$ cat src/rtl/alu_exec_g7.sv
// EX-stage execute unit: single-cycle ADD/SUB/AND/OR, iterative one-bit-per-cycle SRL,
// valid/ready on both sides, registered result with zero/illegal flags.
module alu_exec_g7 #(
   parameter int WIDTH   = 32,
   parameter int SHAMT_W = 5
) (
   input  logic               clk,
   input  logic               rst,
   input  logic               in_valid,
   output logic               in_ready,
   input  logic [3:0]         ALUControl,
   input  logic [WIDTH-1:0]   a,
   input  logic [WIDTH-1:0]   b,
   input  logic               flush,
   output logic               out_valid,
   input  logic               out_ready,
   output logic [WIDTH-1:0]   result,
   output logic               zero,
   output logic               illegal
);

   // ALUControl encodings shared with the ALU control decoder
   localparam logic [3:0] ALU_AND = 4'b0000;
   localparam logic [3:0] ALU_OR  = 4'b0001;
   localparam logic [3:0] ALU_ADD = 4'b0010;
   localparam logic [3:0] ALU_SRL = 4'b0101;
   localparam logic [3:0] ALU_SUB = 4'b0110;

   typedef enum logic [1:0] {S_IDLE, S_SHIFT, S_DONE} state_t;

   state_t               state_q, state_d;
   logic [WIDTH-1:0]     acc_q, acc_d;
   logic [SHAMT_W-1:0]   cnt_q, cnt_d;
   logic [WIDTH-1:0]     result_q, result_d;
   logic                 zero_q, zero_d;
   logic                 illegal_q, illegal_d;
   logic                 in_ready_q, in_ready_d;
   logic                 out_valid_q, out_valid_d;

   always_comb begin
      state_d   = state_q;
      acc_d     = acc_q;
      cnt_d     = cnt_q;
      result_d  = result_q;
      illegal_d = illegal_q;
      unique case (state_q)
         S_IDLE: begin
            // flush wins over a same-edge accept
            if (!flush && in_valid) begin
               illegal_d = 1'b0;
               state_d   = S_DONE;
               unique case (ALUControl)
                  ALU_ADD: result_d = a + b;
                  ALU_SUB: result_d = a - b;
                  ALU_AND: result_d = a & b;
                  ALU_OR:  result_d = a | b;
                  ALU_SRL: begin
                     acc_d = a;
                     cnt_d = b[SHAMT_W-1:0];
                     if (b[SHAMT_W-1:0] == '0) result_d = a;
                     else                      state_d  = S_SHIFT;
                  end
                  default: begin
                     result_d  = '0;
                     illegal_d = 1'b1;
                  end
               endcase
            end
         end
         S_SHIFT: begin
            if (flush) begin
               state_d = S_IDLE;
            end else begin
               acc_d = acc_q >> 1;
               cnt_d = cnt_q - 1'b1;
               if (cnt_q == SHAMT_W'(1)) begin
                  result_d = acc_q >> 1;
                  state_d  = S_DONE;
               end
            end
         end
         S_DONE: begin
            if (flush || out_ready) state_d = S_IDLE;
         end
         default: state_d = S_IDLE;
      endcase
      // result only changes on completion, so zero tracks it unconditionally
      zero_d      = (result_d == '0);
      in_ready_d  = (state_d == S_IDLE);
      out_valid_d = (state_d == S_DONE);
   end

   always_ff @(posedge clk or posedge rst) begin
      if (rst) begin
         state_q     <= S_IDLE;
         acc_q       <= '0;
         cnt_q       <= '0;
         result_q    <= '0;
         zero_q      <= 1'b1;
         illegal_q   <= 1'b0;
         in_ready_q  <= 1'b1;
         out_valid_q <= 1'b0;
      end else begin
         state_q     <= state_d;
         acc_q       <= acc_d;
         cnt_q       <= cnt_d;
         result_q    <= result_d;
         zero_q      <= zero_d;
         illegal_q   <= illegal_d;
         in_ready_q  <= in_ready_d;
         out_valid_q <= out_valid_d;
      end
   end

   assign in_ready  = in_ready_q;
   assign out_valid = out_valid_q;
   assign result    = result_q;
   assign zero      = zero_q;
   assign illegal   = illegal_q;

endmodule

$ cat config.mk
export PLATFORM = sky130hd
export DESIGN_NAME = alu_exec_g7
export DESIGN_NICKNAME = d
export VERILOG_FILES = /design/src/rtl/alu_exec_g7.sv
export SDC_FILE = /design/constraint.sdc
export NUM_CORES = 1
export LEC_CHECK = 0
export CORE_ASPECT_RATIO = 1.4
export CORE_MARGIN = 2
export CORE_UTILIZATION = 50
export DETAILED_ROUTE_END_ITERATION = 12
export PLACE_DENSITY = 0.74
export SLEW_MARGIN = 30
export SYNTH_ARGS = -nofsm -noshare
export SYNTH_HDL_FRONTEND = slang
export SYNTH_SLANG_ARGS = --single-unit
export TNS_END_PERCENT = 20
$ cat constraint.sdc
create_clock -name clk -period 3.4 [get_ports clk]
set_input_delay 0.34 -clock clk [delete_from_list [all_inputs] [get_ports clk]]
set_output_delay 0.34 -clock clk [all_outputs]
set_load 0.01 [all_outputs]
# ---- Yosys cells after proc, flatten, opt, wreduce, memory -nomap -nowiden
# Index checks and enable logic that the tools add are counted.
dict set report classes {
  addsub 3
  n_eq_ne 11
  mux 22
  bitwise_logic 2
  n_reduce_logical 12
}
# op count
set ops {}
lappend ops {{two-way mux 32 bit} 7}
lappend ops {{case mux 32 bit (5 select lines)} 1}
lappend ops {{case mux 32 bit (2 select lines)} 2}
lappend ops {{adder 32 bit} 1}
lappend ops {{AND 32 bit} 1}
lappend ops {{zero test 32 bit} 1}
lappend ops {{bitwise OR 32 bit} 1}
lappend ops {{subtractor 32 bit} 1}
lappend ops {{two-way mux 5 bit} 3}
lappend ops {{two-way mux 2 bit} 6}
lappend ops {{case mux 5 bit (2 select lines)} 1}
lappend ops {{== test 4 x 3 -> 1 bit (second input constant)} 2}
lappend ops {{case mux 2 bit (3 select lines)} 1}
lappend ops {{== test 5 x 1 -> 1 bit (second input constant)} 1}
lappend ops {{zero test 5 bit} 1}
lappend ops {{OR reduction 5 bit} 1}
lappend ops {{subtractor 5 x 1 -> 5 bit (second input constant)} 1}
lappend ops {{== test 2 bit (second input constant)} 2}
lappend ops {{== test 4 x 1 -> 1 bit (second input constant)} 1}
lappend ops {{== test 4 x 2 -> 1 bit (second input constant)} 1}
lappend ops {{zero test 2 bit} 2}
lappend ops {{zero test 4 bit} 1}
lappend ops {{!= test 2 bit (second input constant)} 2}
lappend ops {{AND reduction 4 bit} 1}
lappend ops {{other kinds (8)} 8}
dict set report totals {
  reg_bits 75
  input_bits 73
}

# ---- Logic depth before layout (Yosys ltp)
dict set report depth {
  word_depth 6
  mapped_depth 20
}

# ---- Least setup slack after synthesis
# No wires, ideal clock.
dict set report synth_path {
  kind {input to register}
  from {in b[2]}
  to {reg zero_q, in the netlist zero}
  arrival_ps 4647
  required_time_ps 3332
  path_slack_ps -1314
  stages 19
  path_cell_list {buf_6 > or3_4 > nor3b_2 > nand2_1 > or4_1 > or2_1 > o41ai_2 > xor2_1 > ha_1 > a21oi_1 > o21bai_1 > a21oi_1 > o21ai_0 > a21o_1 > a221o_1 > mux2i_1 > a211oi_2 > or4_1 > nor2_1}
}
dict set report synth_via {
  elab_chain_cells 6
  word_cells_on_any_way 10
  cone_classes {add/sub: 2; mux: 4; bitwise: 2; reduce/logical: 2}
}
# element line
set synth_rtl {}
lappend synth_rtl {{from (decl)} 13} ;# input logic [WIDTH-1:0] b,
lappend synth_rtl {{parallel branches: the longest is 2 deep, another holds subtractor 32 bit} --}
lappend synth_rtl {{case mux 32 bit (5 select lines) *} 52} ;# unique case (ALUControl)
lappend synth_rtl {{two-way mux 32 bit *} 49} ;# if (!flush && in_valid) begin
lappend synth_rtl {{case mux 32 bit (2 select lines) *} 46} ;# unique case (state_q)
lappend synth_rtl {{named net result_d[29]} 34} ;# logic [WIDTH-1:0] result_q, result_d;
lappend synth_rtl {{zero test 32 bit *} 88} ;# zero_d = (result_d == '0);
lappend synth_rtl {{named net zero_d} 35} ;# logic zero_q, zero_d;
lappend synth_rtl {{to (signal assigned)} 108} ;# zero_q <= zero_d;
lappend synth_rtl {{to (decl)} 35}
# Mark *: on every way through the listed nets, which the timed path passes.
# A chain may end at the register's enable or synchronous reset.

# ---- Worst setup path after layout
dict set report layout_path {
  from {in b[9]}
  to {reg zero_q, in the netlist zero}
}
dict set report layout_via {
  elab_chain_cells 5
  word_cells_on_any_way 8
  cone_classes {add/sub: 2; mux: 3; bitwise: 2; reduce/logical: 1}
}
# element line
set layout_rtl {}
lappend layout_rtl {{subtractor 32 bit / adder 32 bit (equally long branches)} {54, 53}}
lappend layout_rtl {{case mux 32 bit (5 select lines) *} 52}
lappend layout_rtl {{two-way mux 32 bit *} 49}
lappend layout_rtl {{case mux 32 bit (2 select lines) *} 46}
lappend layout_rtl {{named net result_d[29]} 34}
lappend layout_rtl {{zero test 32 bit *} 88}
lappend layout_rtl {{named net zero_d} 35}
# The timed path passes the listed nets; every way through them passes the cells marked *.

==> out/qor.yml <==
outcome:
  status: "finished with violations"
  violations: "setup timing"
timing:
  setup_violations: 18
  worstMarginPinSlew_ps: 736.1
  period_share: 1.256
  slew-limit-headroom: 0.5055
  drv_slew: 0
  post-route-min-period_ps: 4269
  hold_viol_final: 0
  finalClockSkew_ps: 8.399
  fmax_mhz: 234.2
  rsz0062_at_grt: "yes"
  fin_ws_ps: -869.1
drt:
  drt-total-wl_um: 35640
  route.detailed.drc: 0
  via_per_inst: 6.322
  ant_nets: 0
  num_vias: 9666
  drtIter0Drc: 1097
  first_pass_iters: 7
  wl_per_cell_um: 23.31
floorplanning:
  dieArea_um2: 16050
  start_util: 0.5061
  fp.coreArea_um2: 14850
  io_pins: 109
  die_h_um: 149.1
  rows: 53
  die_w_um: 107.6
synthesis:
  ys_ff_latch: 74
  syn_area_per_cell_um2: 7.617
  synth_area_leaders: "dfrtp_1 (24%), nand2_1 (6.8%), ha_1 (6.2%), nor2_1 (5.1%), a21oi_1 (4.7%)"
  yosysWarningCount: 0
  yosys.cell_count.top_type: "nand2_1"
  synthCells: 987
  synth_top_area_cell: "dfrtp_1"
  synth_edf_count: 0
  yosys-top-cells-count: "nand2_1 (136), nor2_1 (103), dfrtp_1 (72)"
  synth-main-ff-cell: "dfrtp_1"
  seq_area_frac_synth: 0.2466
  yosys.area.top_type_share: 0.2396
  async_flop_share: 1.000
  syn_area_um2: 7518
  ys_types: 93
  synth_nets: 1098
worst_setup_path:
  criticalPathCategory: "in -> reg"
  ff2ff_setup_slack_ps: 150
  start_kind: "input port"
  cp.arrival_ps: 4550
  critPathRequiredTime_ps: 3680
  crit_fanout: 5
  cp-end-kind: "flop"
clock_network:
  path_clk_slew_ps: 60
  clk_latency_ps: 350
  clock_sinks: 74
  cts_buffers: 9
  htree_levels: 3
  cts_tree: "done"
  cts_buffer_depth: 2
  cts-root-buf: "clkbuf_16"
placement:
  io_buffers: 108
  dp_hpwl_um: 27300
  routabilityCongestion: 1.027
  pre_cts_slack_ps: -1919
power:
  powerDensity_nw_per_um2: 361.6
  irDropWorstVdd_v: 0.0002814
  p_leak_nw: 5.052
  p_total_w: 0.004121
min_path:
  hold_class: "in -> async"
grt:
  grt_antenna_before_repair: 1
  grt_remaining_overflow: 0
  grt_max_degree: 75
  grt_first_pass_wirelength_um: 53780
  grt_pass1_vias: 9799
  track_usage: 0.4481
cells_and_area:
  drive_gt1_frac: 0.3054
  nets: 1442
  area_delta_synth_final_pct: 51.59
run:
  maxCapViolations: 0
[area by class of cell]
type                    instances  area, um2
diodes                          1      2.502
clock buffers                  12      256.5
clock inverters                 4      73.82
fillers                      1116       3457
inverters                      30      113.9
multi-input cells             818       5555
flip-flops and latches         74       1854
well taps                     192      240.2
repair buffers                398       3301
[power breakdown]
group          switching [W]  internal (W)  total (W)  leakage, nW
clock network       0.000402      0.000684    0.00109        0.163
registers           0.000183       0.00106    0.00124        0.945
logic               0.000909      0.000886    0.00179         3.94
total                0.00149       0.00263    0.00412         5.05
[final timing paths]
path | to | startpoint | depth (start not counted)
min in group clk | cnt_q[4] | b[4] | 4
min | cnt_q[1] | rst | 3
min reg2reg | acc_q[10] | acc_q[10] | 2
max | zero | b[9] | 19
max reg2reg | zero | cnt_q[1] | 13
max in group asynchronous | zero | rst | 3
[stage by stage]
step	TNS, ps	area (um2)	util	std cells	hold WS, ps
global placement	-25460	10560	0.7110	1478	468.5
CTS	-4631	11300	0.7605	1526	431.4
global route	-8528	11400	0.7673	1529	458.6
floorplan	-7694	7561	-	987	449.7
finish	-5877	11400	0.7673	1529	396.4
detailed placement	-26990	10570	0.7113	1478	477.8
[registers in the layout, summed over array words and instances, names as in the netlist]
signal     flops
result        32
cnt_q          5
out_valid      1
illegal        1
state_q        2
zero           1
in_ready       1
acc_q         31
[worst max-delay path: stages]
cell	delay, ps
buf_6	90
or4_4	540
nor2_4	140
nand2_2	90
or4_4	430
or2_4	290
nor4_4	240
nor2_1	80
xnor2_1	140
ha_1	370
a21oi_4	170
buf_4	140
o21ai_1	60
a21o_1	180
a221o_1	340
mux2i_2	200
a211oi_2	60
or4_1	540
nor2_1	100
[kinds of logic after synthesis]
family | Yosys count | synth area share
and+or+nand+nor | 380 | 0.2508
AOI/OAI and AO/OA | 337 | 0.3044
buffers and inverters | 95 | 0.05675
DFF | 74 | 0.2466
xor gates and xnor gates | 44 | 0.05126
adders and majority gates | 41 | 0.06823
muxes | 16 | 0.02197
[what timing repair did]
action,4_1_cts,5_1_grt
hold buffers,0,0
pin swaps,42,12
buffers inserted,32,2
setup endpoints to repair,23,22
gates resized for setup,79,22
[metal layers]
| metal | part of all wire | track usage |
|---|---|---|
| met1 | 0.33 | 0.4531 |
| met2 | 0.47 | 0.7443 |
| met3 | 0.069 | 0.08213 |
| met4 | 0.13 | 0.4577 |
| met5 | 0 | 0 |
[cell usage in the layout, fill, tap and decap left out, types with 6 or more instances in the layout]
| cell | count |
|---|---|
| buf_4 | 284 |
| nand2_1 | 135 |
| nor2_1 | 100 |
| clkdlybuf4s50_1 | 95 |
| dfrtp_1 | 72 |
| a21oi_1 | 65 |
| o21ai_0 | 53 |
| a31oi_1 | 35 |
| ha_1 | 34 |
| inv_1 | 28 |
| xor2_1 | 22 |
| nand3_1 | 21 |
| xnor2_1 | 20 |
| o21ai_1 | 14 |
| nand4_1 | 14 |
| a22oi_1 | 14 |
| o211ai_1 | 13 |
| nor3_1 | 12 |
| or3_1 | 11 |
| mux2i_1 | 11 |
| a21o_1 | 10 |
| o22ai_1 | 10 |
| a21oi_2 | 9 |
| and3_1 | 9 |
| a221o_1 | 9 |
| a221oi_1 | 9 |
| clkbuf_16 | 9 |
| nor3b_1 | 8 |
| o31ai_1 | 8 |
| o21a_1 | 8 |
| nor2b_1 | 8 |
| dlygate4sd2_1 | 6 |
No activity file was read; power rests on OpenSTA's default activity.
